$ cat src/rtl/busio_target_if.sv
// Bus-side signal bundle for the SYNC/DIN/DOUT/WTBT/RPLY handshake.
// The initiator uses the master modport and the responder uses the slave modport.
interface busio_target_if;
  logic        SYNC;
  logic        DIN;
  logic        DOUT;
  logic        WTBT;
  logic [15:0] addr_i;
  logic [15:0] data_i;
  logic [15:0] data_o;
  logic        data_oe;
  logic        RPLY;
  logic        berr;

  modport master (
    output SYNC, DIN, DOUT, WTBT, addr_i, data_i,
    input  data_o, data_oe, RPLY, berr
  );

  modport slave (
    input  SYNC, DIN, DOUT, WTBT, addr_i, data_i,
    output data_o, data_oe, RPLY, berr
  );
endinterface

$ cat src/rtl/busio_target.sv
// Bus responder: decodes an address window, runs a local memory cycle and answers with RPLY.
// Define BUSIO_TARGET_TMO_EN to add a memory-ack timeout that ends the cycle with a berr pulse.
//
// state  | meaning
// S_IDLE | waiting for a SYNC rising edge that hits the window
// S_WAIT | counting wait states; writes also wait here for DOUT
// S_MEM  | strobe active, waiting for mem_ack
// S_RPLY | RPLY asserted until the initiator releases SYNC/DIN/DOUT
// S_ERR  | memory timed out, no RPLY; waiting for SYNC to fall
module busio_target #(
  parameter logic [15:0] BASE    = 16'o100000,
  parameter logic [15:0] MASK    = 16'o077777,
  parameter int          WAIT    = 0,
  parameter int          TIMEOUT = 15
) (
  input  logic          clk,
  input  logic          reset,
  input  logic          ce,
  busio_target_if.slave bus,
  output logic [14:0]   mem_addr,
  output logic          mem_rd,
  output logic          mem_we,
  output logic [1:0]    mem_be,
  output logic [15:0]   mem_wdata,
  input  logic [15:0]   mem_rdata,
  input  logic          mem_ack
);

  typedef enum logic [2:0] {
    S_IDLE = 3'd0,
    S_WAIT = 3'd1,
    S_MEM  = 3'd2,
    S_RPLY = 3'd3,
    S_ERR  = 3'd4
  } state_t;

  state_t     state, state_nxt;
  logic       sync_q, rd_q, abort_q, berr_q;
  logic [3:0] wait_cnt;
  logic       hit, start, issue, done, tmo_hit;

  if (WAIT < 0 || WAIT > 15) begin : g_chk_wait
    $error("busio_target: WAIT must be within 0..15");
  end
  if (TIMEOUT < 1 || TIMEOUT > 255) begin : g_chk_tmo
    $error("busio_target: TIMEOUT must be within 1..255");
  end

  assign hit = ((bus.addr_i & ~MASK) == BASE);

`ifdef BUSIO_TARGET_TMO_EN
  logic [7:0] tmo_cnt;

  always_ff @(posedge clk) begin
    if (reset) begin
      tmo_cnt <= '0;
    end else if (ce) begin
      if (issue)
        tmo_cnt <= 8'(TIMEOUT);
      else if (state == S_MEM && tmo_cnt != 8'd0)
        tmo_cnt <= tmo_cnt - 8'd1;
    end
  end

  // Terminal count is reached on the ce that would take the counter to zero.
  assign tmo_hit = (state == S_MEM) && !mem_ack && (tmo_cnt <= 8'd1);
`else
  assign tmo_hit = 1'b0;
`endif

  always_comb begin
    state_nxt = state;
    start     = 1'b0;
    issue     = 1'b0;
    done      = 1'b0;
    case (state)
      S_IDLE: begin
        if (bus.SYNC && !sync_q && hit) begin
          state_nxt = S_WAIT;
          start     = 1'b1;
        end
      end
      S_WAIT: begin
        if (!bus.SYNC) begin
          state_nxt = S_IDLE;
        end else if (wait_cnt == 4'd0 && (rd_q || bus.DOUT)) begin
          state_nxt = S_MEM;
          issue     = 1'b1;
        end
      end
      S_MEM: begin
        // An issued strobe always runs to mem_ack, even if the initiator gave up.
        if (mem_ack) begin
          done      = 1'b1;
          state_nxt = (abort_q || !bus.SYNC) ? S_IDLE : S_RPLY;
        end else if (tmo_hit) begin
          state_nxt = S_ERR;
        end
      end
      S_RPLY: begin
        if (!bus.SYNC && !bus.DIN && !bus.DOUT)
          state_nxt = S_IDLE;
      end
      S_ERR: begin
        if (!bus.SYNC)
          state_nxt = S_IDLE;
      end
      default: state_nxt = S_IDLE;
    endcase
  end

  always_ff @(posedge clk) begin
    if (reset) begin
      state      <= S_IDLE;
      sync_q     <= 1'b0;
      rd_q       <= 1'b0;
      abort_q    <= 1'b0;
      berr_q     <= 1'b0;
      wait_cnt   <= 4'd0;
      mem_addr   <= 15'd0;
      mem_be     <= 2'b00;
      mem_wdata  <= 16'd0;
      bus.data_o <= 16'd0;
    end else if (ce) begin
      state  <= state_nxt;
      sync_q <= bus.SYNC;
      berr_q <= tmo_hit;
      if (start) begin
        mem_addr <= bus.addr_i[15:1] & MASK[15:1];
        mem_be   <= !bus.WTBT ? 2'b11 : (bus.addr_i[0] ? 2'b10 : 2'b01);
        rd_q     <= bus.DIN;
        abort_q  <= 1'b0;
        wait_cnt <= 4'(WAIT);
      end else if (state == S_WAIT && wait_cnt != 4'd0) begin
        wait_cnt <= wait_cnt - 4'd1;
      end
      if (issue && !rd_q)
        mem_wdata <= bus.data_i;
      if (state == S_MEM && !bus.SYNC)
        abort_q <= 1'b1;
      if (done && rd_q)
        bus.data_o <= mem_rdata;
    end
  end

  assign mem_rd      = (state == S_MEM) && rd_q;
  assign mem_we      = (state == S_MEM) && !rd_q;
  assign bus.RPLY    = (state == S_RPLY);
  assign bus.data_oe = (state == S_RPLY) && rd_q;
  assign bus.berr    = berr_q;

endmodule

$ cat src/flat_wrapper.sv
// flat-port wrapper written by rule: the top's interface ports become plain ports
module busio_target_flat 
#(
  parameter logic [15:0] BASE    = 16'o100000,
  parameter logic [15:0] MASK    = 16'o077777,
  parameter int          WAIT    = 0,
  parameter int          TIMEOUT = 15
)
  (clk, reset, ce, mem_addr, mem_rd, mem_we, mem_be, mem_wdata, mem_rdata, mem_ack, bus_SYNC, bus_DIN, bus_DOUT, bus_WTBT, bus_addr_i, bus_data_i, bus_data_o, bus_data_oe, bus_RPLY, bus_berr);
  busio_target_if bus_i ();
  input  logic clk;
  input  logic reset;
  input  logic ce;
  output logic [14:0] mem_addr;
  output logic mem_rd;
  output logic mem_we;
  output logic [1:0] mem_be;
  output logic [15:0] mem_wdata;
  input  logic [15:0] mem_rdata;
  input  logic mem_ack;
  input wire logic [$bits(bus_i.SYNC)-1:0] bus_SYNC;
  input wire logic [$bits(bus_i.DIN)-1:0] bus_DIN;
  input wire logic [$bits(bus_i.DOUT)-1:0] bus_DOUT;
  input wire logic [$bits(bus_i.WTBT)-1:0] bus_WTBT;
  input wire logic [$bits(bus_i.addr_i)-1:0] bus_addr_i;
  input wire logic [$bits(bus_i.data_i)-1:0] bus_data_i;
  output wire logic [$bits(bus_i.data_o)-1:0] bus_data_o;
  output wire logic [$bits(bus_i.data_oe)-1:0] bus_data_oe;
  output wire logic [$bits(bus_i.RPLY)-1:0] bus_RPLY;
  output wire logic [$bits(bus_i.berr)-1:0] bus_berr;
  assign bus_i.SYNC = bus_SYNC;
  assign bus_i.DIN = bus_DIN;
  assign bus_i.DOUT = bus_DOUT;
  assign bus_i.WTBT = bus_WTBT;
  assign bus_i.addr_i = bus_addr_i;
  assign bus_i.data_i = bus_data_i;
  assign bus_data_o = bus_i.data_o;
  assign bus_data_oe = bus_i.data_oe;
  assign bus_RPLY = bus_i.RPLY;
  assign bus_berr = bus_i.berr;
  busio_target #(.BASE(BASE), .MASK(MASK), .WAIT(WAIT), .TIMEOUT(TIMEOUT)) u_core (.clk(clk), .reset(reset), .ce(ce), .bus(bus_i), .mem_addr(mem_addr), .mem_rd(mem_rd), .mem_we(mem_we), .mem_be(mem_be), .mem_wdata(mem_wdata), .mem_rdata(mem_rdata), .mem_ack(mem_ack));
endmodule
$ cat config.mk
export PLATFORM = sky130hd
export DESIGN_NAME = busio_target_flat
export DESIGN_NICKNAME = d
export VERILOG_FILES = /design/src/rtl/busio_target_if.sv /design/src/rtl/busio_target.sv /design/src/flat_wrapper.sv
export SDC_FILE = /design/constraint.sdc
export NUM_CORES = 1
export LEC_CHECK = 0
export BUFFER_PORTS_ARGS = -buffer_cell sky130_fd_sc_hd__buf_2
export CAP_MARGIN = 20
export CORE_MARGIN = 4
export CORE_UTILIZATION = 45
export DETAILED_ROUTE_END_ITERATION = 10
export PLACE_DENSITY = 0.8
export SYNTH_ARGS = -nofsm -noshare
export SYNTH_HDL_FRONTEND = slang
export SYNTH_SLANG_ARGS = --single-unit
$ cat constraint.sdc
create_clock -name clk -period 2.8 [get_ports clk]
set_clock_uncertainty 0.1 [all_clocks]
set_input_delay 0.42 -clock clk [delete_from_list [all_inputs] [get_ports clk]]
set_output_delay 0.42 -clock clk [all_outputs]
set_load 0.02 [all_outputs]
* Word level (Yosys, flattened, before mapping)
Index checks and enable logic that the tools add are counted.
** Storage, ports and cells
- Register bits after elaboration :: 58
- Input bits :: 56
- Output and inout bits :: 54
- Word-level logic and storage cells :: 70
** Cells by class
- $add $sub $neg :: 1
- Equality and inequality tests :: 9
- Muxes and demuxes :: 21
- Reductions and logical operators :: 30
** Operators with widths (number)
- $mux W3 :: 6
- $pmux W3 S5 :: 1
- $logic_and A1 B1 Y1 :: 12
- $reduce_and A2 Y1 :: 5
- $mux W1 :: 9
- $mux W4 :: 2
- $eq A3 B2 Y1 const B :: 2
- $mux W2 :: 3
- $reduce_and A6 Y1 :: 1
- $logic_not A1 Y1 :: 5
- $logic_not A4 Y1 :: 1
- $ne A2 B1 Y1 const B :: 2
- $ne A2 B2 Y1 const B :: 2
- $reduce_bool A2 Y1 :: 2
- $reduce_bool A4 Y1 :: 1
- $sub A4 B1 Y4 const B :: 1
- $eq A3 B1 Y1 const B :: 1
- $eq A3 B3 Y1 const B :: 1
- $logic_not A3 Y1 :: 1
- $ne A3 B2 Y1 const B :: 1
- $logic_or A1 B1 Y1 :: 2

* Depth between registers and ports, before layout
Gate-level depths: netlist of run 1.
- Depth in word-level cells :: 7
- Depth in mapped cells :: 8
- Depth with buffers taken out :: 6

* Worst setup path after synthesis of run 1
OpenSTA, ideal clock, no wires.
- Kind :: register to register
- Start point :: register u_core.wait_cnt[0]
- End point :: register u_core.mem_wdata[10]
- Setup time :: 128 ps
- Data arrival time :: 1979 ps
- Data required time :: 2572 ps
- Path slack :: 594 ps
- Stages on the path, launching flop included :: 9
- Path buffers :: 2
- Period minus slack after synthesis :: 2206 ps
- Path through :: dfxtp_1 inv_1 ha_1 or3b_1 buf_6 nor4_4 buf_8 mux2i_1 nor2_1
** Between the ends
- Word-level cells in the longest chain between the ends :: 7
** RTL lines
- start, declared :: RTL line busio_target.sv:39 : logic [3:0] wait_cnt;
- start signal, assigned :: RTL line busio_target.sv:133 : wait_cnt <= 4'(WAIT);
- start signal, assigned :: RTL line busio_target.sv:135 : wait_cnt <= wait_cnt - 4'd1;
- $logic_not A4 Y1 :: RTL line busio_target.sv:86 : end else if (wait_cnt == 4'd0 && (rd_q || bus.DOUT)) begin
- $logic_and A1 B1 Y1 :: RTL line busio_target.sv:86
- $mux W1 :: RTL line busio_target.sv:86
- $mux W1 :: RTL line busio_target.sv:84 : if (!bus.SYNC) begin
- $mux W1 :: RTL line busio_target.sv:76 : case (state)
- $logic_and A1 B1 Y1 :: RTL line busio_target.sv:137 : if (issue && !rd_q)
- $reduce_and A2 Y1 (no line)
- end signal, assigned :: RTL line busio_target.sv:138 : mem_wdata <= bus.data_i;
- end, declared :: RTL line busio_target.sv:24 : output logic [15:0] mem_wdata,
No other way between the ends.
A chain may end at the register's enable or synchronous reset.

* Worst setup path after layout of run 1
- Start point :: register u_core.state[1]
- End point :: register u_core.wait_cnt[1]
** Between the ends
- Word-level cells in the longest chain between the ends :: 4
- Elaborated cells between the ends (all ways) :: 7
- Classes of those cells :: eq/ne: 1; mux: 2; reduce/logical: 4
** RTL lines
- start, declared :: RTL line busio_target.sv:37 : state_t state, state_nxt;
- start signal, assigned :: RTL line busio_target.sv:125 : state <= state_nxt;
- $eq A3 B1 Y1 / $logic_not A3 Y1 (equally long branches) :: RTL line busio_target.sv:134, busio_target.sv:76
- $logic_and A1 B1 Y1 / $mux W1 (equally long branches) :: RTL line busio_target.sv:134, busio_target.sv:76
- $reduce_bool A2 Y1 (no line)
- $reduce_and A2 Y1 (no line)
Parallel ways exist; a longest one is shown, timed or not.

==> results of run 1 <==
==> layout make-up <==
class | count | area, µm²
Clock buffer | 11 | 141.4
Clock inverter | 5 | 102.6
Fill cell | 436 | 1737
Inverter | 4 | 15.01
Multi-Input combinational cell | 182 | 992.2
Sequential cell | 57 | 1141
Tap cell | 67 | 83.83
Timing Repair Buffer | 112 | 573.1
==> report_power, final <==
part	total (mW)	leakage (nW)	internal, mW	switching, mW
logic	0.125	0.782	0.0533	0.0717
clock network	0.935	0.120	0.614	0.321
registers	0.834	0.460	0.823	0.0103
==> worst max-delay path: cells and delay by family, from the launching register on <==
| family | cells | cell delay (ns) |
|---|---|---|
| flops | 1 | 0.40 |
| compound gates | 1 | 0.16 |
| simple gates | 3 | 1.36 |
==> cells by family (layout without fill, tap and decap cells) <==
| logic type | count (synthesis) | in the layout | share of synthesized area, % |
|---|---|---|---|
| simple gates | 118 | 118 | 24.04 |
| compound gates | 43 | 43 | 10.96 |
| fa+ha+maj | 1 | 1 | 0.5564 |
| mux | 17 | 17 | 7.624 |
| xor+xnor | 1 | 1 | 0.3896 |
| buf+inv | 25 | 132 | 5.508 |
| flops | 57 | 57 | 50.75 |
| other cells | 1 | 2 | 0.1668 |
==> state kept, by name, summed over array words and instances, names as in the netlist <==
register and count:
u_core.abort_q 1, u_core.bus.data_o 16, u_core.mem_addr 14, u_core.mem_be 2, u_core.mem_wdata 16, u_core.rd_q 1
u_core.state 2, u_core.sync_q 1, u_core.wait_cnt 4
==> metal layers <==
layer	GRT usage (%)	wire length, µm	vias up
li1	-	-	1078
met1	21.83	2307	987
met2	29.80	2666	80
met3	5.390	495	9
met4	7.517	82	0
met5	0	0	-
==> stage by stage <==
| stage | cell area [µm²] | hold slack [ns] |
|---|---|---|
| floorplan | 2252 | 0.3461 |
| detailed placement | 2805 | 0.3449 |
| finish | 3049 | 0.1949 |
| CTS | 3049 | 0.1843 |
| global route | 3049 | 0.1883 |
| global placement | 2805 | 0.3392 |
==> synthesized netlist by cell type, drive strengths merged (2+ instances only) <==
cell type	count
and3	2
mux2i	16
a21oi	33
a311oi	2
nand2b	4
nor3	4
clkbuf	14
or3b	2
and2	2
nor2	25
nand4	3
buf	7
nand3	3
nand2	63
dfxtp	57
inv	4
nor3b	2
nor2b	3
==> worst paths after layout <==
kind	startpoint	end
min	bus_WTBT	u_core.mem_be[0]$_SDFFE_PP0P_
max	u_core.state[1]$_SDFFE_PP0P_	u_core.wait_cnt[1]$_SDFFE_PP0P_
max reg2reg	u_core.state[1]$_SDFFE_PP0P_	u_core.wait_cnt[1]$_SDFFE_PP0P_
min reg2reg	u_core.mem_addr[1]$_SDFFE_PP0P_	u_core.mem_addr[1]$_SDFFE_PP0P_
==> reports/metrics.yaml, run 1 <==
fin_nets: 423
grt_pass1_wl_um: 8914
final-hold-violation-count: 0
wl_per_cell_um: 12.67
crit_type: "flop to flop"
syn_area_mm2: 0.002248
p_leak_nw: 1.362
path_clk_slew_ns: 0.06
maxClockFrequency_mhz: 470.4
num_vias: 2154
via_per_inst: 4.918
startpoint_type: "flop"
maxSlewHeadroom_pct: 60.66
routed_wl_um: 5551
hold-path-cell-count: 2
mostFrequentLayoutCells: "buf_2, nand2_1, dfxtp_1"
syn_inst: 263
cts_tree: "done"
grt_pass1_vias: 2020
cts-htree-levels: 3
diodes: 0
rsz0062_at_grt: "no"
status: "finished, final reports clean"
grt_overflow: 0
post-dp-hpwl_um: 3967
required_ns: 2.92
path_max_fanout: 19
area_delta_synth_final_pct: 35.61
first_pass_iters: 4
grt_max_degree: 32
preCtsSetupSlack_ns: 0.6208
synth_seq_cells: 57
layout_commonest_cell: "buf_2"
arrival_ns: 2.25
cts_root_buf: "clkbuf_8"
numCtsBuffers: 9
r2r_setup_slack_ns: 0.67
coreArea_mm2: 0.004786
min_period_over_period_pct: 75.92
fin_cells: 438
synth_top_cell_area_share_pct: 50.75
finalMaxSlewViolations: 0
setup-tns-final_ns: 0
crit_chain: "or3b_1 -> or3_1 -> and3_1 -> o21a_1"
detail-route-antenna-nets: 0
grt.total_usage_pct: 18.08
drt_iter0_drc: 85
cpMaxStageDelayCell: "or3_1"
netlist-cell-type-count: 38
synth_edf_count: 0
synth.area.top_cells: "dfxtp_1, nand2_1, a21oi_1"
tightest_slew_ns: 0.5901
ys_warn_count: 0
postCtsSetupRepairBufs: 0
r2r_cells: 4
antenna_found_initial: 0
final_core_util_pct: 63.71
ir_drop_v: 0.0004069
synth_flop_cell: "dfxtp_1"
synth_top_area_cell: "dfxtp_1"
die_area_mm2: 0.006191
end_kind: "flop"
cts_hold_buffers: 0
power_per_cell_area_mw_per_mm2: 621.0
start_util_pct: 46.98
globalplace.congestion: 0.8567
synthArstFlopShare_pct: 0
row_count: 25
drc: 0
power.total_mw: 1.893
max-cap-violations: 0
chipWidth_um: 78.69
hold_path_class: "input pin to flop"
ioPinCount: 110
avgSynthCellArea_um2: 8.549
timing.final.ws_setup_ns: 0.6741
cts.sinks: 57
die_height_um: 78.69
post_cts_resized: 0
ys_seq_area_share_pct: 50.75
dp_cells: 422
setup_viol: 0
cpPeakStageDelay_ns: 0.63
clk_latency_ns: 0.32
final_layout_size_suffix_gt1_share_pct: 35.04
cts_buffer_depth: 2
port_buffers: 107
layout_min_cycle_time_ns: 2.126
No activity file was read; power rests on OpenSTA's default activity.
==> run 2: changes to the inputs <==
Settings changed: ABC_AREA set to 1, CORE_UTILIZATION 45 to 46, PLACE_DENSITY 0.8 to 0.81.
Clock period 2.8 ns to 2.2 ns, I/O delays scaled along.
==> run 2 against run 1 <==
  * Cell area fell by 0.45%
  * Sequential cell count did not move
  * Utilization fell by 0.29 points
  * Critical path type is now flop to output port
  * Largest cell class unchanged
==> reports/metrics.yaml, run 2 <==
status: "finished, final reports clean"
coreArea_mm2: 0.004786  # unchanged
syn_inst: 308  # +17%
power.total_mw: 2.165  # +14%
synth_top_family_by_area: "simple AND/OR/NAND/NOR gates"
seq_power_share_pct: 50.0  # +6.0 points
r2r_setup_slack_ns: 0.56  # -0.11 ns
rsz0062_at_grt: "no"
critPathCapture: "mem_rd"
r2r_end: "u_core.mem_wdata[3]$_SDFFE_PP0P_"
routed_wl_um: 5695  # +2.6%
num_vias: 2309  # +7.2%
postCtsSetupRepairBufs: 0  # unchanged
hold_path_class: "input pin to flop"
synth.most_common_cell: "dfxtp_1"
crit_type: "flop to output port"
synth_top_cell_area_share_pct: 49.43  # -1.3 points
ioPinCount: 110  # unchanged
max-cap-violations: 0  # unchanged
grt_pass1_vias: 2145  # +6.2%
setup_viol: 0  # unchanged
switching_share_pct: 26.62  # +5.4 points
wl_per_cell_um: 11.74  # -7.3%
cts-htree-levels: 3  # unchanged
avgSynthCellArea_um2: 7.495  # -12%
first_pass_iters: 4  # unchanged
fin_nets: 471  # +11%
path_clk_slew_ns: 0.06  # about the same
row_count: 25  # unchanged
drt_iter0_drc: 96  # +13%
layout_min_cycle_time_ns: 1.672
finalMaxSlewViolations: 0  # unchanged
detail-route-antenna-nets: 0  # unchanged
cts_buffer_depth: 2  # unchanged
globalplace.congestion: 0.8511  # -0.65%
setup-tns-final_ns: 0  # unchanged
start_util_pct: 48.24  # +1.3 points
ys_warn_count: 0  # unchanged
required_ns: 1.77  # -1.15 ns
grt.total_usage_pct: 18.66  # +0.58 points
r2r_cells: 7  # +3
synth_edf_count: 0  # unchanged
top_layer: "met4"
synth_flop_cell: "dfxtp_1"
numCtsBuffers: 9  # unchanged
met1Wirelength_um: 2538  # +10%
cts_tree: "done"
wl_met2_um: 2587  # -3.0%
syn_area_mm2: 0.002308  # +2.7%
cts.sinks: 57  # unchanged
synth_top_area_cell: "dfxtp_1"
die_area_mm2: 0.006216  # +0.39%
p_int_mw: 1.589  # +6.6%
clkPwrFrac_pct: 37.3  # -12 points
multi_input_area_um2: 948.4  # -4.4%
startpoint_type: "flop"
fillers: 437  # +0.23%
layout_commonest_cell: "buf_2"
synth-compound-area-share_pct: 16.96  # +6.0 points
arrival_ns: 1.24  # -1.01 ns
final-hold-violation-count: 0  # unchanged
port_buffers: 107  # unchanged
post_cts_resized: 0  # unchanged
maxClockFrequency_mhz: 598.1
reg_top3: "u_core.bus.data_o: 16 flops, u_core.mem_wdata: 16 flops, u_core.mem_addr: 14 flops"
die_height_um: 78.84  # +0.20%
grt_pass1_wl_um: 9308  # +4.4%
pwr-share-comb_pct: 12.7  # +6.1 points
ir_drop_v: 0.0004285  # +5.3%
cts_hold_buffers: 0  # unchanged
preCtsSetupSlack_ns: 0.5430  # -0.07779 ns
p_leak_nw: 1.481  # +8.7%
end_kind: "output port"
grt_max_degree: 33  # +3.1%
path_max_fanout: 5  # -14
via_per_inst: 4.761  # -3.2%
post-dp-hpwl_um: 4062  # +2.4%
area_delta_synth_final_pct: 31.49
synth_adder_area_share_pct: 0.5420  # -0.014 points
diodes: 0  # unchanged
clk_latency_ns: 0.32  # about the same
synth-simple-area-share_pct: 22.87  # -1.2 points
grt_overflow: 0  # unchanged
wl_met3_um: 513  # +3.6%
ys_seq_area_share_pct: 49.43  # -1.3 points
worstSetupStartpoint: "u_core.state[1]$_SDFFE_PP0P_"
synthMuxAreaShare_pct: 0  # -7.6 points
final_layout_size_suffix_gt1_share_pct: 32.78  # -2.3 points
synthArstFlopShare_pct: 0  # unchanged
netlist-cell-type-count: 24  # -37%
timing.final.ws_setup_ns: 0.5281  # -0.1460 ns
min_period_over_period_pct: 75.99
p_switching_uw: 576.5  # +43%
synth.top_cells.by_count: "dfxtp_1, nand2_1, a21oi_1"
synth_seq_cells: 57  # unchanged
mostFrequentLayoutCells: "buf_2, dfxtp_1, nand2_1"
drc: 0  # unchanged
synth.area.top_cells: "dfxtp_1, a21oi_1, nand2_1"
antenna_found_initial: 0  # unchanged
hold-path-cell-count: 3  # +1
power_per_cell_area_mw_per_mm2: 713.4  # +15%
synth_xor_area_share_pct: 0.3794  # -0.010 points
r2r_start: "u_core.state[1]$_SDFFE_PP0P_"
chipWidth_um: 78.84  # +0.20%
cts_root_buf: "clkbuf_8"
seq_area_mm2: 0.001141  # unchanged
[run 2: cell types whose count changed in the layout (fill, tap and decap cells not counted), sizes merged, moves of 3 or more]
cell and change:
o21ai +36, inv +30, mux2i -16, nor3 +14
nand2 -13, nor2 +13, nand3 +8, a21oi +5
nand2b -4, bufinv -3, clkinv +3, nor2b -3
[run 2: cell type report]
class / instances / area share (%)
Clock inverter: 4 / 0.6595
Sequential cell: 57 / 37.59
Multi-Input combinational cell: 200 / 31.24
Inverter: 34 / 4.204
Clock buffer: 11 / 4.658
Timing Repair Buffer: 112 / 18.88
Tap cell: 67 / 2.762
[run 2: power by group through the flow]
stage,clock (mW),combinational (mW),sequential [mW]
6_report,0.808,0.275,1.08
4_1_cts,0.836,0.275,1.08
3_5_place_dp,0,0.273,1.10
3_3_place_gp,0,0.270,1.10
5_1_grt,0.886,0.308,1.09
2_1_floorplan,0,0.148,1.13
[run 2: how the worst min path moves through the flow]
stage,startpoint,to,slack (ns)
2_1_floorplan,ce,u_core.sync_q$_SDFFE_PP0P_,0.32
3_3_place_gp,u_core.bus.data_o[5]$_SDFFE_PP0P_,u_core.bus.data_o[5]$_SDFFE_PP0P_,0.33
3_5_place_dp,u_core.bus.data_o[9]$_SDFFE_PP0P_,u_core.bus.data_o[9]$_SDFFE_PP0P_,0.34
4_1_cts,bus_data_i[5],u_core.mem_wdata[5]$_SDFFE_PP0P_,0.13
5_1_grt,bus_addr_i[13],u_core.mem_addr[12]$_SDFFE_PP0P_,0.14
6_report,bus_data_i[5],u_core.mem_wdata[5]$_SDFFE_PP0P_,0.14
[run 2: metal layers]
metal | up-vias | track usage, %
li1 | 1209 | -
met1 | 1015 | 21.82
met2 | 80 | 32.00
met3 | 5 | 7.029
met4 | 0 | 5.155
met5 | - | 0
[run 2: cell families after synthesis]
group / Yosys count
flops: 57
buf+inv: 52
xor+xnor: 1
other cells: 1
fa+ha+maj: 1
compound gates: 77
simple gates: 119
[run 2: metrics by stage]
step           area [µm²]  std cells  hold slack, ns  utilization (%)
6_report             3035        485          0.1426            63.42
5_1_grt              3035        485          0.1386            63.42
4_1_cts              3035        485          0.1260            63.42
3_5_place_dp         2874        470          0.3355            60.05
3_3_place_gp         2874        470          0.3277            60.05
2_1_floorplan        2312        309          0.3242                -
[run 2: critical path, cell delays in order (launching register included)]
cell and delay (ns):
dfxtp_1 0.43, nand2_1 0.19, nor2_2 0.13, buf_2 0.17
